$ cat config.mk
export PLATFORM = sky130hd
export DESIGN_NAME = fifo_ctrl_2to1
export DESIGN_NICKNAME = d
export VERILOG_FILES = /design/src/rtl/fifo_pkg.sv /design/src/rtl/fifo_ctrl_2to1.sv
export SDC_FILE = /design/constraint.sdc
export NUM_CORES = 1
export LEC_CHECK = 0
export ABC_AREA = 1
export ABC_CLOCK_PERIOD_IN_PS = 1700
export BUFFER_PORTS_ARGS = -buffer_cell sky130_fd_sc_hd__buf_2
export CORE_AREA = 2 2 39 41
export DETAILED_ROUTE_END_ITERATION = 10
export DIE_AREA = 0 0 41 43
export PLACE_DENSITY = 0.62
export SLEW_MARGIN = 25
export SYNTH_ARGS = -nofsm -noshare
export SYNTH_HDL_FRONTEND = slang
export SYNTH_SLANG_ARGS = --single-unit
$ cat constraint.sdc
create_clock -name clk -period 1.7 [get_ports clk]
set_input_delay 0 -clock clk [delete_from_list [all_inputs] [get_ports clk]]
set_output_delay 0 -clock clk [all_outputs]
set_load 0.03 [all_outputs]
$ cat src/rtl/fifo_pkg.sv
// Shared constants for the 2:1 width-converting FIFO: depth helper and
// read-side half-select encoding used by the controller and the read mux.
package fifo_pkg;

  localparam logic SEL_LO = 1'b0;
  localparam logic SEL_HI = 1'b1;

  // Number of full-width word slots for a given address width.
  function automatic int unsigned depth(input int unsigned addr_width);
    return 32'(1) << addr_width;
  endfunction

endpackage

$ cat src/rtl/fifo_ctrl_2to1.sv
// Pointer and status controller for the 2:1 width-converting FIFO.
// Each write stores one double-width word; each read consumes one half,
// lower half first. A word slot is freed only once its upper half is read.
module fifo_ctrl_2to1
  import fifo_pkg::*;
#(
  parameter int unsigned ADDR_WIDTH = 2
) (
  input  logic                  clk,
  input  logic                  reset_n,
  input  logic                  wr,
  input  logic                  rd,
  output logic                  w_en,
  output logic [ADDR_WIDTH-1:0] w_addr,
  output logic [ADDR_WIDTH-1:0] r_addr,
  output logic                  r_sel,
  output logic                  full,
  output logic                  empty,
  output logic [ADDR_WIDTH:0]   count
);

  localparam int unsigned DEPTH = depth(ADDR_WIDTH);
  localparam int unsigned CW    = ADDR_WIDTH + 1;

  logic [ADDR_WIDTH-1:0] w_ptr_q, w_ptr_d;
  logic [ADDR_WIDTH-1:0] r_ptr_q, r_ptr_d;
  logic                  r_sel_q, r_sel_d;
  logic [CW-1:0]         count_q, count_d;

  logic wr_ok;
  logic rd_ok;
  logic retire;

  // Status flags decode only from the registered occupancy count.
  always_comb begin
    full   = (count_q == CW'(DEPTH));
    empty  = (count_q == '0);
    wr_ok  = wr & ~full;
    rd_ok  = rd & ~empty;
    retire = rd_ok & (r_sel_q == SEL_HI);
  end

  // Next-state: pointer advance, half toggle and occupancy update.
  always_comb begin
    w_ptr_d = w_ptr_q;
    r_ptr_d = r_ptr_q;
    r_sel_d = r_sel_q;
    count_d = count_q;

    if (wr_ok) begin
      w_ptr_d = w_ptr_q + ADDR_WIDTH'(1);
    end

    if (rd_ok) begin
      if (r_sel_q == SEL_LO) begin
        r_sel_d = SEL_HI;
      end else begin
        r_sel_d = SEL_LO;
        r_ptr_d = r_ptr_q + ADDR_WIDTH'(1);
      end
    end

    unique case ({wr_ok, retire})
      2'b10:   count_d = count_q + CW'(1);
      2'b01:   count_d = count_q - CW'(1);
      default: count_d = count_q;
    endcase
  end

  // State registers; reset also discards any half-read word.
  always_ff @(posedge clk or negedge reset_n) begin
    if (!reset_n) begin
      w_ptr_q <= '0;
      r_ptr_q <= '0;
      r_sel_q <= SEL_LO;
      count_q <= '0;
    end else begin
      w_ptr_q <= w_ptr_d;
      r_ptr_q <= r_ptr_d;
      r_sel_q <= r_sel_d;
      count_q <= count_d;
    end
  end

  // Storage-side outputs; w_en must be combinational so storage captures
  // w_data on the same edge that advances the write pointer.
  always_comb begin
    w_en   = wr_ok;
    w_addr = w_ptr_q;
    r_addr = r_ptr_q;
    r_sel  = r_sel_q;
    count  = count_q;
  end

endmodule

## Yosys cells after proc, flatten, opt, wreduce, memory -nomap -nowiden

Index checks and enable logic that the tools add are counted.

- Register bits after elaboration: 8
- Word-level logic and storage cells: 21

- Reduce and logical (&&, ||, !) cells: 3
- Eq/ne operators: 3
- $add $sub $neg: 4
- Bitwise gates (word level): 5
- Mux-type cells: 2

Operators with widths:

| cell | number |
|---|---|
| 3-bit one-hot mux with 2 select lines | 1 |
| 2-bit by 1-bit adder with 2-bit output, second input constant | 2 |
| 3-bit by 1-bit adder with 3-bit output, second input constant | 1 |
| 1-bit bitwise AND | 3 |
| 3-bit equality test, second input constant | 1 |
| 3-bit zero test | 1 |
| 3-bit by 1-bit subtractor with 3-bit output, second input constant | 1 |
| 2-bit by 1-bit equality test with 1-bit output, second input constant | 1 |
| 2-bit equality test, second input constant | 1 |
| 1-bit NOT | 2 |
| 2-bit AND reduction | 1 |
| 2-bit nonzero test | 1 |
| 1-bit two-way mux | 1 |

## Longest topological paths before layout

- Depth after elaboration: 6
- Gate-level depth with buffers: 12
- Mapped depth without buffers: 12

## Least setup slack after synthesis

No wires, ideal clock.

- Path kind: register -> register
- From: register count_q[2], in the netlist count[2]
- To: register count_q[2], in the netlist count[2]
- Path buffers: 0
- Library setup time: 118 ps
- Cell stages (with the launch flop): 12
- Path slack: -151 ps
- Arrival time: 1733 ps
- Clock period less this slack: 1851 ps
- Path through: dfrtp_1 inv_1 nand2_4 nand3_4 inv_2 ha_1 inv_1 fa_1 nand2_1 nand3_1 nand2_1 nand2_1

- Word-level cells in the longest chain between the ends: 6

RTL lines:

| what | line | text |
|---|---|---|
| start: declaration | fifo_ctrl_2to1.sv:28 | `logic [CW-1:0] count_q, count_d;` |
| start signal: assignment | fifo_ctrl_2to1.sv:81 | `count_q <= count_d;` |
| 3-bit zero test (*) | fifo_ctrl_2to1.sv:37 | `empty = (count_q == '0);` |
| 1-bit NOT (*) | fifo_ctrl_2to1.sv:39 | `rd_ok = rd & ~empty;` |
| 1-bit bitwise AND (*) | fifo_ctrl_2to1.sv:39 |  |
| 1-bit bitwise AND (*) | fifo_ctrl_2to1.sv:40 | `retire = rd_ok & (r_sel_q == SEL_HI);` |
| via retire | fifo_ctrl_2to1.sv:32 | `logic retire;` |
| 2-bit by 1-bit equality test with 1-bit output / 2-bit equality test (equally long branches) | fifo_ctrl_2to1.sv:63 | `unique case ({wr_ok, retire})` |
| 3-bit one-hot mux with 2 select lines / 2-bit nonzero test (equally long branches) | - |  |

The timed path passes the listed nets; every way through them passes the cells marked *.
A chain may end at the register's enable or synchronous reset.

## Final worst setup path

- From: register count_q[0], in the netlist count[0]
- To: register count_q[2], in the netlist count[2]

- Word-level cells in the longest chain between the ends: 6

RTL lines:

| what | line |
|---|---|
| 3-bit zero test | fifo_ctrl_2to1.sv:37 |
| 1-bit NOT | fifo_ctrl_2to1.sv:39 |
| 1-bit bitwise AND | fifo_ctrl_2to1.sv:39 |
| 1-bit bitwise AND | fifo_ctrl_2to1.sv:40 |
| 2-bit by 1-bit equality test with 1-bit output / 2-bit equality test (equally long branches) | fifo_ctrl_2to1.sv:63 |
| 3-bit one-hot mux with 2 select lines / 2-bit nonzero test (equally long branches) | - |

Several ways; a longest one is shown, not always the timed one.

==> reports/qor.txt <==
Routability congestion estimate = 0.631
Slew headroom = 85.8%
Crit Path Category = register to register
Design area = 654 sq um
Area after DPL = 583 sq um
Fmax = 606 MHz
Clock root cell = clkbuf_4
# fillers = 137
DIE AREA = 1760 sq um
Pre-Repair DR Iteration Count = 3
Average size of a mapped cell = 8.50 sq um
Antenna violations before repair = 0
Core area = 1380 sq um
Routed wire length = 931 um
Syn_nets = 60
Share of cells above drive strength 1 = 48.7%
Worst Path Arrival = 1.79 ns
Vias = 412
Layout area overhead = 42.5%
Synth cell types = 17
RSZ-0062 raised after global routing = yes
Leakage power = 0.000366 uW
# rows = 14
Area share of the largest cell type after synthesis = 43.6%
PD cells = 2300 nW/um^2
Clk_lat worst skew = 0.26 ns
Most area-hungry cell type in the Yosys netlist = dfrtp_1
# DRC = 0
Vias in the first global route = 372
Setup ws final = 0.0504 ns
DRT antenna net count = 0
Worst hold path startpoint = rd
Setup crit start kind = register
Synth Cell Area = 459 sq um
Status = complete, no violations
Main area contributors after synthesis = dfrtp_1, nand2_1, inv_1, nand2_4, fa_1
Worst Hold Margin = 0.0458 ns
RR Startpoint = count[0]$_DFFE_PN0P_
Global Route Usage Sum = 13.3%
Slew Viols, Final = 0
Initial core utilization = 33.2%
H-tree depth = 1
Worst slew pin tran = 0.214 ns
Total number of yosys warnings = 0
Layout Nets = 85
Clock-pin slew of the registers on the worst-case setup and hold paths = 0.06 ns
Clock Tree Buf Depth = 2
DP HPWL = 696 um
First-pass GRT wire length = 1470 um
CTS tree = built
Max-capacitance violation count = 0
GRT overflow = 0
Worst setup EP type = register
Endpoints failing hold = 0
Port buffer count = 14
WP data required = 1.84 ns
Register area share after synthesis = 43.6%
Number of CTS-inserted buffers = 3
Setup TNS = 0 ns
Clk_skew = 0.00664 ns
Ports = 15
Worst r2r path cells = 10
Vias per inst = 4.38
Die width = 41 um
Gate Count Post-Synth = 54
Hold WC Path Type = input port to register
CTS sink cnt = 8
Hold Crit Depth = 3
Setup violators final = 0
Tmin final = 1.65 ns
Wire per inst = 9.90 um
Worst VDD drop = 0.00102 V
Period utilisation layout = 97.0%
#FFs+latches synth = 8
Antenna cells = 0
Worst setup path start = count[0]$_DFFE_PN0P_
Die Ht = 43 um
R2R Setup Slk = 0.05 ns
Crit path max fanout = 4
Detailed Route Iter0 Violations = 4
Pre-CTS setup slack = 0.0136 ns
Largest net degree at the start of global routing = 9
state kept, by name, indices dropped and copies added (netlist names):
register and count:
count 3, r_sel 1, w_addr 2, r_addr 2
cells by family after synthesis:
family          Yosys count  share of synthesized area (%)
compound gates            3                           3.27
xor+xnor                  2                           3.82
fa+ha+maj                 2                           7.08
buf+inv                  13                           10.6
flops                     8                           43.6
simple gates             26                           31.6
cells in the mapped netlist:
master / instances
nand3_1: 1
inv_1: 11
nand4_1: 3
nor2_1: 1
nand3_4: 1
o21ai_0: 1
nand2_1: 16
nand2_4: 2
fa_1: 1
nor2_4: 1
dfrtp_1: 8
ha_1: 1
inv_2: 2
a21oi_1: 1
xnor2_1: 2
o21ai_1: 1
nand2_2: 1
critical path, stage by stage (launching register included):
cell	delay, ns
dfrtp_2	0.43
nor2_4	0.15
nand2_2	0.09
nand2_4	0.07
ha_4	0.14
inv_4	0.04
fa_2	0.36
nand2_2	0.09
nand3_2	0.05
nand2_1	0.06
nand2_1	0.04
per-layer routing:
layer  share of wire [%]  GRT usage, %  up-vias
met3                 4.6          3.14        2
met1                  45          16.7      187
met2                  48          16.9       11
met5                   0             0        -
met4                 2.0          14.0        0
li1                    -             -      212
power by group:
group	total (uW)	switching [uW]	internal, uW
Clock	161	70.7	90.2
Combinational	927	573	354
Sequential	416	119	298
Total	1500	762	742
what timing repair did:
| item | 4_1_cts | 5_1_grt |
|---|---|---|
| gates resized for setup | 0 | 6 |
| hold endpoints to repair | 8 | 0 |
| hold buffers | 1 | 0 |
| setup endpoints to repair | 0 | 2 |
| setup buffers | 0 | 3 |
per-stage QoR:
stage               util, %  cells  power (uW)
floorplan                 -     54        1040
global placement       42.1     86        1250
detailed placement     42.1     86        1280
CTS                    44.8     91        1450
global route           47.3     94        1640
finish                 47.3     94        1500
cells in the final DEF (no fill, tap or decap), drive strengths merged:
cell / instances
o21ai: 2
nand2: 19
inv: 13
fa: 1
nand3: 2
xnor2: 2
a21oi: 1
dlygate4sd3: 1
nand4: 3
nor2: 2
buf: 19
ha: 1
clkbuf: 4
dfrtp: 8
path summary, 6_finish.rpt:
path / to
setup / recovery: count[2]$_DFFE_PN0P_
hold reg to reg: r_addr[0]$_DFFE_PN0P_
max in group asynchronous: count[2]$_DFFE_PN0P_
setup reg to reg: count[2]$_DFFE_PN0P_
hold / removal: r_addr[0]$_DFFE_PN0P_
min in group asynchronous: r_addr[0]$_DFFE_PN0P_
final cells by class:
cell class / count / area (sq um) / share of cell area, %
tap: 16 / 20.0 / 3.06
clock buffer: 4 / 26.3 / 4.02
timing repair buffer: 20 / 118 / 18.0
sequential: 8 / 204 / 31.2
inverter: 13 / 51.3 / 7.84
multi-input combinational: 33 / 235 / 35.9
(Power assumes the default switching activity.)
